===== config.mk =====
export PLATFORM = sky130hd
export DESIGN_NAME = if_stage
export DESIGN_NICKNAME = d
export VERILOG_FILES = /design/src/rtl/if_stage.sv
export SDC_FILE = /design/constraint.sdc
export NUM_CORES = 1
export LEC_CHECK = 0
export ABC_AREA = 1
export ABC_CLOCK_PERIOD_IN_PS = 2550
export BUFFER_PORTS_ARGS = -buffer_cell sky130_fd_sc_hd__clkbuf_2
export CAP_MARGIN = 20
export CORE_ASPECT_RATIO = 0.75
export CORE_MARGIN = 2
export CORE_UTILIZATION = 45
export DETAILED_ROUTE_END_ITERATION = 16
export MAX_ROUTING_LAYER = met4
export PLACE_DENSITY = 0.83
export SLEW_MARGIN = 30
export SYNTH_ARGS = -nofsm -noshare
export SYNTH_HDL_FRONTEND = slang
export SYNTH_SLANG_ARGS = --single-unit

===== constraint.sdc =====
create_clock -name clk -period 2.55 [get_ports clk]
set_input_delay 0.51 -clock clk [delete_from_list [all_inputs] [get_ports clk]]
set_output_delay 0.51 -clock clk [all_outputs]
set_load 0.03 [all_outputs]

===== src/rtl/if_stage.sv =====
// Instruction-fetch stage: PC register, BOOT/RUN/HALTED sequencer and the IF/ID pipeline latch.
// Define IF_STAGE_PERF_CNT_EN to add saturating Fetch_count / Stall_count performance counters.
module if_stage #(
  parameter logic [31:0] RESET_PC = 32'h0000_0000
) (
  input  logic        clk,
  input  logic        rst_n,
  output logic [31:0] PC,
  input  logic [31:0] Instruction,
  input  logic        Stall,
  input  logic        Flush,
  input  logic        Branch_taken,
  input  logic [31:0] Branch_target,
  input  logic        Halt,
  output logic [31:0] IF_ID_PC_plus4,
  output logic [31:0] IF_ID_Instruction,
  output logic        IF_ID_Valid,
  output logic        Halted
`ifdef IF_STAGE_PERF_CNT_EN
  ,
  output logic [31:0] Fetch_count,
  output logic [31:0] Stall_count
`endif
);

  typedef enum logic [1:0] {BOOT, RUN, HALTED} state_t;

  state_t      state, state_nxt;
  logic [31:0] pc_nxt;
  logic [31:0] pc_plus4;
  logic [31:0] ifid_pc_nxt;
  logic [31:0] ifid_instr_nxt;
  logic        ifid_valid_nxt;

  // Modulo-2^32 add: 32'hFFFF_FFFC wraps to zero by construction.
  assign pc_plus4 = PC + 32'd4;
  assign Halted   = (state == HALTED);

  // NOTE: every signal written here gets a default first, so no path can infer a latch.
  always_comb begin
    state_nxt      = state;
    pc_nxt         = PC;
    ifid_pc_nxt    = IF_ID_PC_plus4;
    ifid_instr_nxt = IF_ID_Instruction;
    ifid_valid_nxt = IF_ID_Valid;
    case (state)
      BOOT: begin
        state_nxt      = RUN;
        pc_nxt         = RESET_PC;
        ifid_pc_nxt    = 32'h0;
        ifid_instr_nxt = 32'h0;
        ifid_valid_nxt = 1'b0;
      end
      RUN: begin
        if (Halt) begin
          state_nxt      = HALTED;
          ifid_pc_nxt    = 32'h0;
          ifid_instr_nxt = 32'h0;
          ifid_valid_nxt = 1'b0;
        end else if (Branch_taken) begin
          // Masking keeps the target word-aligned while still using every input bit.
          pc_nxt         = Branch_target & 32'hFFFF_FFFC;
          ifid_pc_nxt    = 32'h0;
          ifid_instr_nxt = 32'h0;
          ifid_valid_nxt = 1'b0;
        end else if (Stall) begin
          if (Flush) begin
            ifid_pc_nxt    = 32'h0;
            ifid_instr_nxt = 32'h0;
            ifid_valid_nxt = 1'b0;
          end
        end else if (Flush) begin
          pc_nxt         = pc_plus4;
          ifid_pc_nxt    = 32'h0;
          ifid_instr_nxt = 32'h0;
          ifid_valid_nxt = 1'b0;
        end else begin
          pc_nxt         = pc_plus4;
          ifid_pc_nxt    = pc_plus4;
          ifid_instr_nxt = Instruction;
          ifid_valid_nxt = 1'b1;
        end
      end
      HALTED: begin
        ifid_pc_nxt    = 32'h0;
        ifid_instr_nxt = 32'h0;
        ifid_valid_nxt = 1'b0;
      end
      default: state_nxt = BOOT;
    endcase
  end

  // NOTE: sequential state uses non-blocking assignments so all registers update together.
  always_ff @(posedge clk or negedge rst_n) begin
    if (!rst_n) begin
      state             <= BOOT;
      PC                <= RESET_PC;
      IF_ID_PC_plus4    <= 32'h0;
      IF_ID_Instruction <= 32'h0;
      IF_ID_Valid       <= 1'b0;
    end else begin
      state             <= state_nxt;
      PC                <= pc_nxt;
      IF_ID_PC_plus4    <= ifid_pc_nxt;
      IF_ID_Instruction <= ifid_instr_nxt;
      IF_ID_Valid       <= ifid_valid_nxt;
    end
  end

`ifdef IF_STAGE_PERF_CNT_EN
  logic fetch_event;
  logic stall_event;

  assign fetch_event = (state == RUN) && !Halt && !Branch_taken && !Stall && !Flush;
  assign stall_event = (state == RUN) && Stall && !Branch_taken && !Halt;

  always_ff @(posedge clk or negedge rst_n) begin
    if (!rst_n) begin
      Fetch_count <= 32'h0;
      Stall_count <= 32'h0;
    end else begin
      if (fetch_event && Fetch_count != 32'hFFFF_FFFF) Fetch_count <= Fetch_count + 32'd1;
      if (stall_event && Stall_count != 32'hFFFF_FFFF) Stall_count <= Stall_count + 32'd1;
    end
  end
`endif

endmodule


==> summary.txt <==
Timing
  – Tmin final: 1850 ps
  – Tightest Pin Transition: 598 ps
  – Tcrit/Tclk final: 72.6%
  – Hold WS: 140 ps
  – Setup violations, final: 0
  – RSZ-0062 raised after global routing: no
  – Clock Skews: 7.36 ps
  – Relative slew slack: 60.2%
  – Fmax: 0.540 GHz
  – Final Hold Viols: 0
  – Final setup TNS: 0 ps
  – Final Max Tran Viols: 0

Placed design
  – DPL Wire Length: 9.48 mm
  – Placed cell areas: 5730 sq um
  – GPL Wtd Cong: 0.933
  – IO buf count: 163

Yosys
  – Synth Area in Simple Gates: 30.6%
  – Yosys cell types: 32
  – Synthesized cell area: 4810 sq um
  – Synth warn: 0
  – Post-synth top area cell: dfrtp_1
  – Adder-Cell Fraction of Synth Area: 0.260%
  – Compound-gate portion of the synthesized area: 11.2%
  – Cells after Synth: 596
  – Synth Area in XOR/XNOR: 2.55%
  – Syn Area/Cell: 8.08 sq um
  – Multiplexer area fraction after synthesis: 0%
  – Largest family of logic cells by synthesized area: simple AND/OR/NAND/NOR gates
  – Post-synth top area share: 49.9%
  – Synth area leaders: dfrtp_1 (50%), nand2_1 (18%), a22o_1 (5.8%)
  – Register bit total from synthesis: 96
  – Sequential area share after synthesis: 49.9%

Clock network
  – Cts hold-fix bufs: 0
  – H-tree levels: 3
  – Clk buf depth: 2
  – Root buffer cell: clkbuf_16
  – CTS tree: done
  – Setup Buffers After CTS: 0
  – Worst-path clk slew: 70 ps
  – Post-CTS Resized: 0
  – Insertion delay of the later-clocked pin in the worst-skew pair: 340 ps
  – Clock sink total: 96
  – Num CTS Buffers: 9

Finish
  – Commonest non-fill, non-tap cell in the layout: nand2_1
  – # diodes: 0
  – Final core utilization: 58.1%
  – Layout cells sized above 1: 29.8%
  – Most frequent cells in the layout: nand2_1 (226), clkbuf_2 (162), dfrtp_1 (96)
  – Fin nets: 822
  – Number of fill cells in the layout: 921
  – Final Instance Area: 6020 sq um
  – Layout area overhead: 25.1%

Die
  – Chip height: 93.6 microns
  – Row cnt: 32
  – Die X-Extent: 123 microns
  – I/O pin count: 168
  – Core area: 10400 sq um
  – DIE AREA: 11600 sq um
  – Initial core utilization: 46.4%

Critical path
  – Setup Crit Path Kind: flop to flop
  – Crit path launch: state[0]$_DFFE_PN0P_
  – Flop2flop setup slack: 700 ps
  – Crit-path max FO: 26
  – Worst r2r src: state[0]$_DFFE_PN0P_
  – Worst path required time: 2820 ps
  – Arr. time, crit path: 2120 ps
  – Crit path launch type: flop
  – CP Capture Type: flop

Min path
  – Worst Hold Class: input port to async pin

Power
  – Clock power frac: 45.1%
  – Part of the power in registers: 50.6%
  – Sw Ratio: 22.4%
  – Switching power: 0.675 mW
  – Leak: 3.19 nW
  – Worst IR Drop VDD: 297 uV
  – Total power: 3.01 mW
  – PD cells: 500 nW/um^2
  – Internal power: 2.33 mW
  – Gate power share: 4.4%

Global routing
  – Vias in the first global route: 4210
  – Initial antenna violation count: 0
  – First-pass GRT wire length: 21.0 mm
  – Grt ovf: 0
  – Pin count of the biggest net entering global routing: 61
  – Gr usage total: 24.0%

Routing
  – Drt drc: 0
  – Detailed Routing Iterations Pass 1: 5
  – Via/cell ratio: 5.04
  – Iteration-0 DRC count of the detailed router: 331
  – Routed WL per cell: 14.6 microns
  – Routed Antenna Nets: 0
  – Via count: 4494
  – Final WL: 13.0 mm

Status
  – Status: complete, no violations

Flow run
  – Max Cap Viol: 0
==> synth_stat cells <==
library cell	number
nand2_1	227
dfrtp_1	96
nor2_1	66
a22o_1	32
inv_1	25
o21ai_1	23
nor2_2	22
nand3_1	19
buf_2	15
o21ai_0	12
xnor2_1	9
nand2_2	7
nor2_4	5
o211ai_1	5
xor2_1	5
clkbuf_1	4
inv_2	4
buf_4	3
buf_6	3
nor3_1	2
a21boi_0	1
a21oi_1	1
a31oi_4	1
and2_1	1
clkinv_1	1
conb_1	1
ha_1	1
nand2_4	1
nand3b_1	1
nand4_1	1
o21bai_1	1
o22ai_1	1
==> area by class of cell <==
cell class	count	area, sq um	area share [%]
multi-input combinational	446	2160	35.9
sequential	96	2400	39.9
clock inverter	7	72.6	1.20
tap	136	170	2.83
timing repair buffer	168	881	14.6
inverter	30	113	1.87
clock buffer	9	225	3.74
==> registers in the layout (all words and copies together), names as in the netlist <==
register / cells
IF_ID_Instruction: 32
IF_ID_PC_plus4: 31
PC: 30
state: 2
IF_ID_Valid: 1
==> path summary, 6_finish.rpt <==
path,to,cells past startpoint
max,PC[5]$_DFFE_PN0P_,7
max reg2reg,PC[5]$_DFFE_PN0P_,7
min in group clk,IF_ID_Instruction[23]$_DFFE_PN0P_,2
max in group asynchronous,PC[18]$_DFFE_PN0P_,2
min,IF_ID_Instruction[15]$_DFFE_PN0P_,1
min reg2reg,IF_ID_PC_plus4[22]$_DFFE_PN0P_,2
==> critical path, cell delays in order (launching register included) <==
cell	delay, ps
dfrtp_1	510
nand2_2	130
nand2_2	70
a31oi_4	280
nand2_4	310
inv_1	250
o211ai_1	120
o21ai_0	100
==> metrics by stage <==
step	worst slack [ps]	instances
finish	698	892
global route	552	892
CTS	709	892
detailed placement	671	876
global placement	690	876
floorplan	846	597
==> metal layers <==
metal	wire length, microns	track usage (%)	up-vias	part of all wire, %
met2	5930	35.3	190	46
met4	244	7.10	0	1.9
met1	5920	34.3	2079	46
met5	0	-	-	0
li1	-	-	2204	-
met3	893	4.09	21	6.9
==> power groups by stage <==
stage          clock (mW)  combinational [mW]  sequential (mW)
4_1_cts              1.38               0.134             1.52
5_1_grt              1.44               0.149             1.52
2_1_floorplan           0              0.0409             1.55
3_5_place_dp            0               0.133             1.55
3_3_place_gp            0               0.131             1.55
6_report             1.36               0.131             1.52
==> cells by family (layout without fill, tap and decap cells) <==
family                     after synthesis  in the layout
adders and majority gates                1              1
other                                    1              2
and+or+nand+nor                        352            352
xor gates and xnor gates                14             14
DFF                                     96             96
buffers and inverters                   55            214
AOI/OAI and AO/OA                       77             77
(Power assumes the default switching activity.)
